### config.mk
export PLATFORM = sky130hd
export DESIGN_NAME = powlib_sfifo_cnt
export DESIGN_NICKNAME = d
export VERILOG_FILES = /design/src/rtl/powlib_sfifo_cnt_pkg.sv /design/src/rtl/powlib_dpram.sv /design/src/rtl/powlib_modcntr.sv /design/src/rtl/powlib_sfifo_cnt.sv
export SDC_FILE = /design/constraint.sdc
export NUM_CORES = 1
export LEC_CHECK = 0
export CAP_MARGIN = 25
export CELL_PAD_IN_SITES_DETAIL_PLACEMENT = 1
export CELL_PAD_IN_SITES_GLOBAL_PLACEMENT = 1
export CORE_MARGIN = 1
export CORE_UTILIZATION = 35
export DETAILED_ROUTE_END_ITERATION = 10
export GPL_TIMING_DRIVEN = 0
export PLACE_DENSITY = 0.66
export SKIP_CTS_REPAIR_TIMING = 1
export SLEW_MARGIN = 10
export SYNTH_ARGS = -nofsm -noshare
export SYNTH_HDL_FRONTEND = slang
export SYNTH_HIERARCHICAL = 1
export SYNTH_SLANG_ARGS = --single-unit
### constraint.sdc
create_clock -name clk -period 3.6 [get_ports clk]
set_input_delay 0.72 -clock clk [delete_from_list [all_inputs] [get_ports clk]]
set_output_delay 0.72 -clock clk [all_outputs]
set_load 0.02 [all_outputs]
### src/rtl/powlib_sfifo_cnt_pkg.sv
// rtl/powlib_sfifo_cnt_pkg.sv - shared sizing helper for the counted single-clock FIFO
package powlib_sfifo_cnt_pkg;

    // Bits needed to index n distinct values; never less than one bit.
    function automatic int clogb2(input int n);
        return (n <= 2) ? 1 : $clog2(n);
    endfunction

endpackage

### src/rtl/powlib_dpram.sv
// rtl/powlib_dpram.sv - D x W storage, synchronous write, asynchronous read
module powlib_dpram
    import powlib_sfifo_cnt_pkg::*;
#(
    parameter int W = 16,
    parameter int D = 8
) (
    input  logic                  clk,
    input  logic                  wrvld,
    input  logic [clogb2(D)-1:0]  wridx,
    input  logic [W-1:0]          wrdata,
    input  logic [clogb2(D)-1:0]  rdidx,
    output logic [W-1:0]          rddata
);

    logic [W-1:0] mem [D];

    always_ff @(posedge clk) begin
        if (wrvld) begin
            mem[wridx] <= wrdata;
        end
    end

    assign rddata = mem[rdidx];

endmodule

### src/rtl/powlib_modcntr.sv
// rtl/powlib_modcntr.sv - modulo-MOD counter used as a FIFO pointer
module powlib_modcntr #(
    parameter int W   = 3,
    parameter int MOD = 5
) (
    input  logic         clk,
    input  logic         rst,
    input  logic         adv,
    input  logic         clr,
    output logic [W-1:0] cntr
);

    logic [W-1:0] cntr_q, cntr_d;

    always_comb begin
        cntr_d = cntr_q;
        if (clr) begin
            cntr_d = '0;
        end else if (adv) begin
            cntr_d = (cntr_q == W'(MOD - 1)) ? '0 : cntr_q + W'(1);
        end
    end

    always_ff @(posedge clk or posedge rst) begin
        if (rst) begin
            cntr_q <= '0;
        end else begin
            cntr_q <= cntr_d;
        end
    end

    assign cntr = cntr_q;

endmodule

### src/rtl/powlib_sfifo_cnt.sv
// rtl/powlib_sfifo_cnt.sv - single-clock FIFO with occupancy count, almost flags, flush and sticky errors
module powlib_sfifo_cnt
    import powlib_sfifo_cnt_pkg::*;
#(
    parameter int    W    = 16,
    parameter int    D    = 8,
    parameter int    AFT  = D - 2,
    parameter int    AET  = 1,
    parameter int    EDBG = 0,
    parameter string ID   = "SFIFOCNT"
) (
    input  logic                    clk,
    input  logic                    rst,
    input  logic                    clr,
    input  logic [W-1:0]            wrdata,
    input  logic                    wrvld,
    output logic                    wrrdy,
    output logic [W-1:0]            rddata,
    output logic                    rdvld,
    input  logic                    rdrdy,
    output logic [clogb2(D+1)-1:0]  cnt,
    output logic                    afull,
    output logic                    aempty,
    output logic                    ovf,
    output logic                    unf
);

    localparam int PW = clogb2(D);
    localparam int CW = clogb2(D + 1);

    if (D < 2) begin : g_bad_d
        $fatal(1, "%s: D=%0d must be >= 2", ID, D);
    end
    if (AFT < 1 || AFT > D) begin : g_bad_aft
        $fatal(1, "%s: AFT=%0d outside 1..%0d", ID, AFT, D);
    end
    if (AET < 0 || AET > D - 1) begin : g_bad_aet
        $fatal(1, "%s: AET=%0d outside 0..%0d", ID, AET, D - 1);
    end
    if (EDBG != 0 && EDBG != 1) begin : g_bad_edbg
        $fatal(1, "%s: EDBG=%0d must be 0 or 1", ID, EDBG);
    end

    logic [PW-1:0] wrptr, rdptr;
    logic [CW-1:0] cnt_q, cnt_d;
    logic          ovf_q, ovf_d, unf_q, unf_d;
    logic          full, empty, wrinc, rdinc;

    // Readiness comes only from registered count, so there is no pass-through when full.
    always_comb begin
        full   = (cnt_q == CW'(D));
        empty  = (cnt_q == '0);
        wrrdy  = ~full & ~clr;
        rdvld  = ~empty & ~clr;
        wrinc  = wrvld & wrrdy;
        rdinc  = rdvld & rdrdy;
        afull  = (cnt_q >= CW'(AFT)) & ~clr;
        aempty = (cnt_q <= CW'(AET));
    end

    always_comb begin
        cnt_d = cnt_q;
        if (clr) begin
            cnt_d = '0;
        end else if (wrinc && !rdinc) begin
            cnt_d = cnt_q + CW'(1);
        end else if (rdinc && !wrinc) begin
            cnt_d = cnt_q - CW'(1);
        end
        ovf_d = ovf_q | (wrvld & ~wrrdy & full);
        unf_d = unf_q | (rdrdy & ~rdvld);
    end

    always_ff @(posedge clk or posedge rst) begin
        if (rst) begin
            cnt_q <= '0;
            ovf_q <= 1'b0;
            unf_q <= 1'b0;
        end else begin
            cnt_q <= cnt_d;
            ovf_q <= ovf_d;
            unf_q <= unf_d;
        end
    end

    assign cnt = cnt_q;
    assign ovf = ovf_q;
    assign unf = unf_q;

    powlib_modcntr #(.W(PW), .MOD(D)) u_wrptr (
        .clk  (clk),
        .rst  (rst),
        .adv  (wrinc),
        .clr  (clr),
        .cntr (wrptr)
    );

    powlib_modcntr #(.W(PW), .MOD(D)) u_rdptr (
        .clk  (clk),
        .rst  (rst),
        .adv  (rdinc),
        .clr  (clr),
        .cntr (rdptr)
    );

    powlib_dpram #(.W(W), .D(D)) u_ram (
        .clk    (clk),
        .wrvld  (wrinc),
        .wridx  (wrptr),
        .wrdata (wrdata),
        .rdidx  (rdptr),
        .rddata (rddata)
    );

endmodule

==> results of run 1 <==
==> metal layers <==
metal,share of wire (%),GRT usage [%]
met3,3.0,3.58
met1,43,19.1
met5,0,0
met4,2.2,8.92
met2,52,27.5
==> logic make-up (layout without fill, tap and decap cells) <==
logic type,after synthesis,after routing
flip-flops,140,140
multiplexers,55,55
AND/OR/NAND/NOR,45,45
buffers and inverters,18,106
AO/OA/AOI/OAI,16,16
adder cells (fa/ha/maj),8,8
XOR/XNOR,2,2
==> worst max path at each step <==
stage	startpoint	to
after CTS	u_rdptr/cntr[2]$_DFFE_PP0P_	rddata[1]
after detailed placement	clr	u_ram/mem[0][9]$_DFFE_PP_
after global placement	clr	u_ram/mem[0][9]$_DFFE_PP_
after global routing	u_rdptr/cntr[2]$_DFFE_PP0P_	rddata[8]
after floorplan	cnt[0]$_DFFE_PP0P_	u_ram/mem[0][0]$_DFFE_PP_
final	u_rdptr/cntr[2]$_DFFE_PP0P_	rddata[8]
==> flip-flops by register name (all words and copies together), names as in the netlist <==
name	cells
u_ram/mem	128
u_rdptr/cntr	3
unf	1
u_wrptr/cntr	3
ovf	1
cnt	4
==> where the power goes <==
part           internal, mW  total (mW)  switching, mW
registers              1.84        1.88         0.0410
clock network          1.09        1.76          0.676
logic                 0.449       0.896          0.446
==> Yosys cell counts (2+ instances only) <==
library cell,n
nor3_1,4
mux4_2,4
a21oi_1,4
dfrtp_1,12
buf_6,5
nor2_1,18
mux2i_1,5
ha_1,8
or3b_1,2
o21ai_0,5
nand2_1,3
edfxtp_1,128
mux2_2,18
inv_1,6
nand2b_1,8
a21oi_2,2
buf_1,4
nor2b_1,2
nor3b_1,3
mux4_1,28
==> layout make-up <==
class                   instances  share of cell area, %
plain buffers                  12                   1.18
clock buffers                  17                   5.83
clock inverters                14                   2.35
inverters                       6                  0.309
multi-input cells             126                   21.4
flip-flops and latches        140                   56.8
well taps                     216                   3.70
repair buffers                 57                   8.40
==> metrics by stage <==
step / std cells / area (um2) / hold WS [ns] / total power [mW]
after CTS: 587 / 7290 / 0.470 / 4.60
final: 588 / 7300 / 0.460 / 4.53
after global routing: 588 / 7300 / 0.486 / 4.72
after detailed placement: 556 / 6700 / 0.450 / 2.82
after floorplan: 284 / 5790 / 0.474 / 2.46
after global placement: 546 / 6520 / 0.444 / 2.78
==> worst reg2reg max path, delay by kind of cell (launching register included) <==
| kind | cells | cell delay [ns] |
|---|---|---|
| and+or+nand+nor | 4 | 1.46 |
| buffers and inverters | 3 | 0.52 |
| DFF | 1 | 0.45 |
| adders and majority gates | 1 | 0.30 |
==> results.py, run 1 <==
metrics = {
    "run_status": {
        "status": "completed",
    },
    "worst_setup_path": {
        "crit_buf_inv": 2,
        "reg2reg_slack_ns": 0.58,
        "critPathSlowestCell": "buf_1",
        "critPathCaptureType": "output port",
        "arrival_ns": 2.74,
        "cp_cell_sequence": "buf_1 > mux4_1 > mux2_2 > clkdlybuf4s50_1",
        "path_depth": 4,
        "timing.rr.start": "cnt[0]$_DFFE_PP0P_",
        "r2r_cells": 8,
        "crit_required_ns": 2.88,
        "critPathKind": "reg -> out",
        "path_max_fanout": 10,
        "regToRegEndpoint": "u_ram/mem[0][6]$_DFFE_PP_",
        "cp_top_family": "buffers and inverters",
        "critPathLaunchType": "flip-flop",
        "cpPeakStageDelay_ns": 0.57,
    },
    "layout": {
        "synthToLayoutAreaGrowth_pct": 26.0,
        "layout_commonest_cell": "edfxtp_1",
        "final_util_pct": 45.6,
        "drive_gt1_share_pct": 22.0,
        "fillers": 1553,
        "nets": 389,
        "regArea_um2": 4140,
        "multi_input_area_um2": 1570,
        "layout_common_cells": "edfxtp_1, clkdlybuf4s50_1, mux4_1",
        "diodes": 0,
    },
    "clocking": {
        "numCtsBuffers": 17,
        "clk_pin_slew_ns": 0.06,
        "cts_tree": "yes",
        "numClockSinks": 140,
        "cts_root_buffer": "clkbuf_16",
        "clk_path_buf_depth": 2,
        "htree_levels": 4,
        "insertion_delay_ns": 0.43,
    },
    "global_route": {
        "grt_pass1_vias": 3188,
        "grt_max_degree": 17,
        "grt_pass1_wl_mm": 18.7,
        "grt.overflow.total": 0,
        "antenna_found_initial": 0,
        "grtUsageTotal_pct": 16.2,
    },
    "logic_synthesis": {
        "yosys.area_share.adder_pct": 1.73,
        "ys_ff_latch": 140,
        "netlist_instances": 284,
        "synth_flop_cell": "edfxtp_1",
        "yosysTopAreaCellShare_pct": 66.4,
        "ys_seq_area_share_pct": 71.5,
        "synth_edf_count": 128,
        "async_reset_ff_share_pct": 8.57,
        "synth_nets": 313,
        "syn_area_um2": 5790,
        "yosysTopAreaCell": "edfxtp_1",
        "synthSimpleGateAreaFrac_pct": 4.08,
        "synth_top_family_by_area": "multiplexers",
        "synth_cell_types": 35,
        "synthMuxAreaShare_pct": 18.6,
        "synth-xor-area-share_pct": 0.302,
        "synth-compound-area-share_pct": 1.86,
        "avgSynthCellArea_um2": 20.4,
        "ys_top_cells_by_area": "edfxtp_1, mux4_1, dfrtp_1",
        "synth_warnings": 6,
    },
    "min_path": {
        "hold_class": "reg -> reg",
        "hp-start": "ovf$_DFF_PP0_",
        "hold-path-endpoint": "ovf$_DFF_PP0_",
        "min_path_cells": 1,
    },
    "sta": {
        "slew_violations": 0,
        "timing.final.crit_share_pct": 96.1,
        "fin_skew_ns": 0.00616,
        "worst_pin_slew_ns": 0.754,
        "rsz0062_at_grt": "false",
        "final-setup-viol-count": 0,
        "max_freq_mhz": 289,
        "slew_headroom_pct": 49.7,
        "layout_min_cycle_time_ns": 3.46,
        "fin_setup_tns_ns": 0,
        "fin_ws_ns": 0.140,
        "hold_viol": 0,
    },
    "detailed_routing": {
        "route.detailed.drc": 0,
        "vias": 2923,
        "drt_first_iter_violations": 140,
        "antenna_left": 0,
        "routedWlPerCell_um": 21.2,
        "routed_wl_mm": 12.4,
        "firstDrtPassIters": 4,
        "viasPerCell": 4.97,
    },
    "floorplan": {
        "die_w_um": 131,
        "die_y_um": 131,
        "rows": 46,
        "dieArea_um2": 17100,
        "start_util_pct": 36.2,
        "io_pins": 47,
        "coreArea_um2": 16000,
    },
    "pwr": {
        "vdd_drop_max_mv": 0.387,
        "p_leak_nw": 2.46,
        "power_density_nw_per_um2": 621,
    },
    "placement": {
        "place_hpwl_mm": 8.28,
        "place.gp.congestion": 0.706,
        "portBuffers": 46,
        "place_ws_ns": 0.0278,
    },
    "flow_run": {
        "maxCapViolCount": 0,
    },
}
Note: power is estimated with default switching activity, not from simulation.
==> inputs of run 2 (changes only) <==
--- a/config.mk
+++ b/config.mk
@@ -8,12 +8,14 @@
 export CAP_MARGIN = 25
 export CELL_PAD_IN_SITES_DETAIL_PLACEMENT = 1
 export CELL_PAD_IN_SITES_GLOBAL_PLACEMENT = 1
+export CORE_ASPECT_RATIO = 1.2
 export CORE_MARGIN = 1
 export CORE_UTILIZATION = 35
 export DETAILED_ROUTE_END_ITERATION = 10
 export GPL_TIMING_DRIVEN = 0
 export PLACE_DENSITY = 0.66
 export SKIP_CTS_REPAIR_TIMING = 1
+export SKIP_LAST_GASP = 1
 export SLEW_MARGIN = 10
 export SYNTH_ARGS = -nofsm -noshare
 export SYNTH_HDL_FRONTEND = slang
==> run 2 against run 1 <==
Sequential cell count is the same. Register-to-register slack better by 0.05 ns. Sequential power is essentially flat. Count of clock-buffer cells in the layout unchanged. Die area about the same. Setup slack better by 0.0043 ns.
==> results.py, run 2 (synthesized netlist as in run 1, its figures left out) <==
metrics = {
    "run_status": {
        "status": "completed",
    },
    "clocking": {
        "numCtsBuffers": 17,
        "cts_tree": "yes",
        "clk_pin_slew_ns": 0.06,
        "insertion_delay_ns": 0.42,
        "cts_root_buffer": "clkbuf_16",
        "clk_path_buf_depth": 2,
        "htree_levels": 4,
        "numClockSinks": 140,
    },
    "worst_setup_path": {
        "arrival_ns": 2.74,
        "path_max_fanout": 10,
        "reg2reg_slack_ns": 0.63,
        "r2r_cells": 7,
        "timing.rr.start": "cnt[0]$_DFFE_PP0P_",
        "critPathKind": "reg -> out",
        "critPathCaptureType": "output port",
        "crit_required_ns": 2.88,
        "regToRegEndpoint": "u_ram/mem[4][9]$_DFFE_PP_",
        "critPathLaunchType": "flip-flop",
    },
    "layout": {
        "diodes": 0,
        "layout_common_cells": "edfxtp_1, clkdlybuf4s50_1, mux4_1",
        "synthToLayoutAreaGrowth_pct": 25.9,
        "drive_gt1_share_pct": 22.6,
        "layout_commonest_cell": "edfxtp_1",
        "fin_area_um2": 7290,
        "final_util_pct": 45.0,
        "stdcell_count": 584,
        "fillers": 1562,
        "nets": 388,
        "largest_register_ffs": 128,
        "top_register": "u_ram/mem",
    },
    "detailed_routing": {
        "routed_wl_mm": 12.1,
        "vias": 2906,
        "firstDrtPassIters": 4,
        "routedWlPerCell_um": 20.7,
        "drt_first_iter_violations": 190,
        "antenna_left": 0,
        "route.detailed.drc": 0,
        "viasPerCell": 4.98,
    },
    "pwr": {
        "p_leak_nw": 2.46,
        "power_density_nw_per_um2": 626,
        "vdd_drop_max_mv": 0.336,
    },
    "sta": {
        "fin_skew_ns": 0.00551,
        "worst_pin_slew_ns": 0.958,
        "layout_min_cycle_time_ns": 3.46,
        "timing.final.crit_share_pct": 96.0,
        "slew_headroom_pct": 36.0,
        "rsz0062_at_grt": "false",
        "max_freq_mhz": 289,
        "slew_violations": 0,
        "fin_setup_tns_ns": 0,
        "final-setup-viol-count": 0,
        "hold_viol": 0,
    },
    "floorplan": {
        "die_y_um": 143,
        "rows": 51,
        "die_w_um": 119,
        "start_util_pct": 35.7,
        "io_pins": 47,
        "coreArea_um2": 16200,
        "dieArea_um2": 17100,
    },
    "global_route": {
        "grtUsageTotal_pct": 15.5,
        "antenna_found_initial": 0,
        "grt_pass1_vias": 3199,
        "grt_max_degree": 17,
        "grt.overflow.total": 0,
        "grt_pass1_wl_mm": 18.8,
    },
    "flow_run": {
        "maxCapViolCount": 0,
    },
    "placement": {
        "placed_area_um2": 6670,
        "place_hpwl_mm": 7.99,
        "place.gp.congestion": 0.739,
        "placed_cells": 552,
        "portBuffers": 46,
    },
    "min_path": {
        "hp-start": "unf$_DFF_PP0_",
        "hold-path-endpoint": "unf$_DFF_PP0_",
        "hold_class": "reg -> reg",
        "min_path_cells": 1,
    },
}
run 2: how the worst max path moves through the flow:
stage	cells after the start	endpoint	start	slack, ns
finish	4	rddata[10]	u_rdptr/cntr[2]$_DFFE_PP0P_	0.14
global route	4	rddata[8]	u_rdptr/cntr[2]$_DFFE_PP0P_	0.008
CTS	4	rddata[14]	u_rdptr/cntr[2]$_DFFE_PP0P_	0.05
detailed placement	6	u_ram/mem[4][14]$_DFFE_PP_	clr	0.14
global placement	5	u_ram/mem[4][14]$_DFFE_PP_	clr	-1.25
floorplan	6	u_ram/mem[0][0]$_DFFE_PP_	cnt[0]$_DFFE_PP0P_	0.47
run 2: final cells by class:
class / count / area, um2 / share of cell area, %
Multi-Input combinational cell: 126 / 1570 / 21.5
Clock buffer: 17 / 425 / 5.84
Buffer: 12 / 87.6 / 1.20
Sequential cell: 140 / 4140 / 56.8
Clock inverter: 15 / 188 / 2.57
Tap cell: 212 / 265 / 3.64
Inverter: 6 / 22.5 / 0.309
Timing Repair Buffer: 56 / 592 / 8.12
run 2: critical path, stage by stage (launching register included):
cell             delay, ns
dfrtp_1               0.49
buf_1                 0.58
mux4_1                0.42
mux2_2                0.29
clkdlybuf4s50_1       0.54
run 2: layer usage:
layer	part of all wire (%)	GRT usage, %
met1	42	18.2
met2	53	27.0
met3	4.3	4.79
met4	1.2	5.07
met5	0	0
run 2: stage by stage:
stage	hold slack, ns	setup WS (ns)	total power [mW]
6_report	0.475	0.144	4.56
5_1_grt	0.505	0.00755	4.75
4_1_cts	0.479	0.0549	4.62
3_5_place_dp	0.460	0.143	2.82
3_3_place_gp	0.446	-1.25	2.78
2_1_floorplan	0.474	0.465	2.46
run 2: power by group:
part	leakage, nW	internal [mW]	switching (mW)
clock network	0.293	1.10	0.689
logic	0.859	0.448	0.446
registers	1.31	1.84	0.0440
total	2.46	3.38	1.18
==> inputs of run 3 (changes only) <==
--- a/config.mk
+++ b/config.mk
@@ -12,8 +12,8 @@
 export CORE_MARGIN = 1
 export CORE_UTILIZATION = 35
 export DETAILED_ROUTE_END_ITERATION = 10
-export GPL_TIMING_DRIVEN = 0
 export PLACE_DENSITY = 0.66
+export RECOVER_POWER = 100
 export SKIP_CTS_REPAIR_TIMING = 1
 export SKIP_LAST_GASP = 1
 export SLEW_MARGIN = 10
==> run 3 against run 2 <==
Hold slack got worse by 0.012 ns. Largest cell class unchanged. Via count decreased by 0.55%. Count of clock-buffer cells in the layout unchanged. First-iteration DRC count decreased by 11%. Utilization decreased by 0.80 points. Highest routed layer unchanged.
==> results.py, run 3 (synthesized netlist as in run 1, its figures left out) <==
metrics = {
    "run_status": {
        "status": "completed",
    },
    "placement": {
        "portBuffers": 46,
        "place.gp.congestion": 0.736,
        "place_hpwl_mm": 7.59,
    },
    "clocking": {
        "insertion_delay_ns": 0.42,
        "htree_levels": 4,
        "cts_tree": "yes",
        "clk_pin_slew_ns": 0.06,
        "cts_root_buffer": "clkbuf_16",
        "numClockSinks": 140,
        "numCtsBuffers": 17,
        "clk_path_buf_depth": 2,
    },
    "global_route": {
        "grt_pass1_wl_mm": 17.9,
        "grt_max_degree": 27,
        "antenna_found_initial": 0,
        "grt_pass1_vias": 3148,
        "grt.overflow.total": 0,
        "grtUsageTotal_pct": 14.8,
    },
    "flow_run": {
        "maxCapViolCount": 0,
    },
    "pwr": {
        "power.total_mw": 4.47,
        "p_leak_nw": 2.41,
        "power_density_nw_per_um2": 624,
        "vdd_drop_max_mv": 0.306,
    },
    "sta": {
        "rsz0062_at_grt": "false",
        "fin_skew_ns": 0.00800,
        "final-setup-viol-count": 0,
        "worst_pin_slew_ns": 1.07,
        "fin_setup_tns_ns": 0,
        "max_freq_mhz": 294,
        "slew_headroom_pct": 28.4,
        "timing.final.crit_share_pct": 94.5,
        "slew_violations": 0,
        "hold_viol": 0,
        "layout_min_cycle_time_ns": 3.40,
    },
    "layout": {
        "drive_gt1_share_pct": 15.4,
        "diodes": 0,
        "layout_commonest_cell": "edfxtp_1",
        "nets": 388,
        "layout_common_cells": "edfxtp_1, dlygate4sd3_1, mux4_1",
        "top_register": "u_ram/mem",
        "largest_register_ffs": 128,
        "synthToLayoutAreaGrowth_pct": 23.6,
    },
    "detailed_routing": {
        "firstDrtPassIters": 4,
        "route.detailed.drc": 0,
        "routed_wl_mm": 11.8,
        "viasPerCell": 4.96,
        "vias": 2890,
        "antenna_left": 0,
        "routedWlPerCell_um": 20.2,
        "drt_first_iter_violations": 170,
    },
    "worst_setup_path": {
        "critPathLaunchType": "flip-flop",
        "crit_required_ns": 2.88,
        "path_max_fanout": 26,
        "critPathKind": "reg -> out",
        "arrival_ns": 2.68,
        "critPathCaptureType": "output port",
    },
    "floorplan": {
        "die_w_um": 119,
        "dieArea_um2": 17100,
        "rows": 51,
        "io_pins": 47,
        "coreArea_um2": 16200,
        "die_y_um": 143,
        "start_util_pct": 35.7,
    },
    "min_path": {
        "hold_class": "reg -> reg",
    },
}
-- run 3: path summary, 6_finish.rpt --
path / depth (start not counted) / slack [ns] / endpoint / start
setup / recovery: 4 / 0.20 / rddata[13] / u_rdptr/cntr[0]$_DFFE_PP0P_
hold / removal: 1 / 0.46 / unf$_DFF_PP0_ / unf$_DFF_PP0_
setup reg to reg: 7 / 0.53 / u_ram/mem[5][2]$_DFFE_PP_ / cnt[0]$_DFFE_PP0P_
hold reg to reg: 1 / 0.46 / unf$_DFF_PP0_ / unf$_DFF_PP0_
max in group asynchronous: 2 / 2.65 / cnt[1]$_DFFE_PP0P_ / rst
min in group asynchronous: 2 / 0.69 / u_wrptr/cntr[1]$_DFFE_PP0P_ / rst
-- run 3: critical path, cell delays in order, from the launching register on --
cell	delay [ns]
dfrtp_1	0.34
clkbuf_4	0.46
mux4_1	0.63
mux2_2	0.28
clkdlybuf4s50_1	0.54
-- run 3: power breakdown --
part,total [mW],switching [mW],internal (mW)
sequential,1.90,0.0661,1.84
clock,1.77,0.630,1.14
combinational,0.792,0.401,0.391
total,4.47,1.10,3.37
-- run 3: cell type report --
class,instances,area (um2)
tap,212,265
timing repair buffer,68,594
fill,1565,9050
inverter,6,22.5
clock buffer,17,425
sequential,140,4140
multi-input combinational,126,1530
clock inverter,14,178
-- run 3: through the flow --
step	setup slack, ns	hold WS (ns)	instances	instance area, um2	util, %
6_report	0.197	0.463	583	7160	44.2
5_1_grt	0.0846	0.494	583	7160	44.2
4_1_cts	0.202	0.473	582	7220	44.5
3_5_place_dp	0.578	0.455	551	6610	40.8
3_3_place_gp	0.673	0.451	551	6610	40.8
2_1_floorplan	0.465	0.474	284	5790	-
-- run 3: routing by layer --
layer  track usage, %  vias up  part of all wire, %
li1                 -     1318                    -
met1             16.7     1497                   42
met2             26.0       56                   53
met3             4.11       19                  3.7
met4             6.84        0                  1.9
met5                0        -                    0
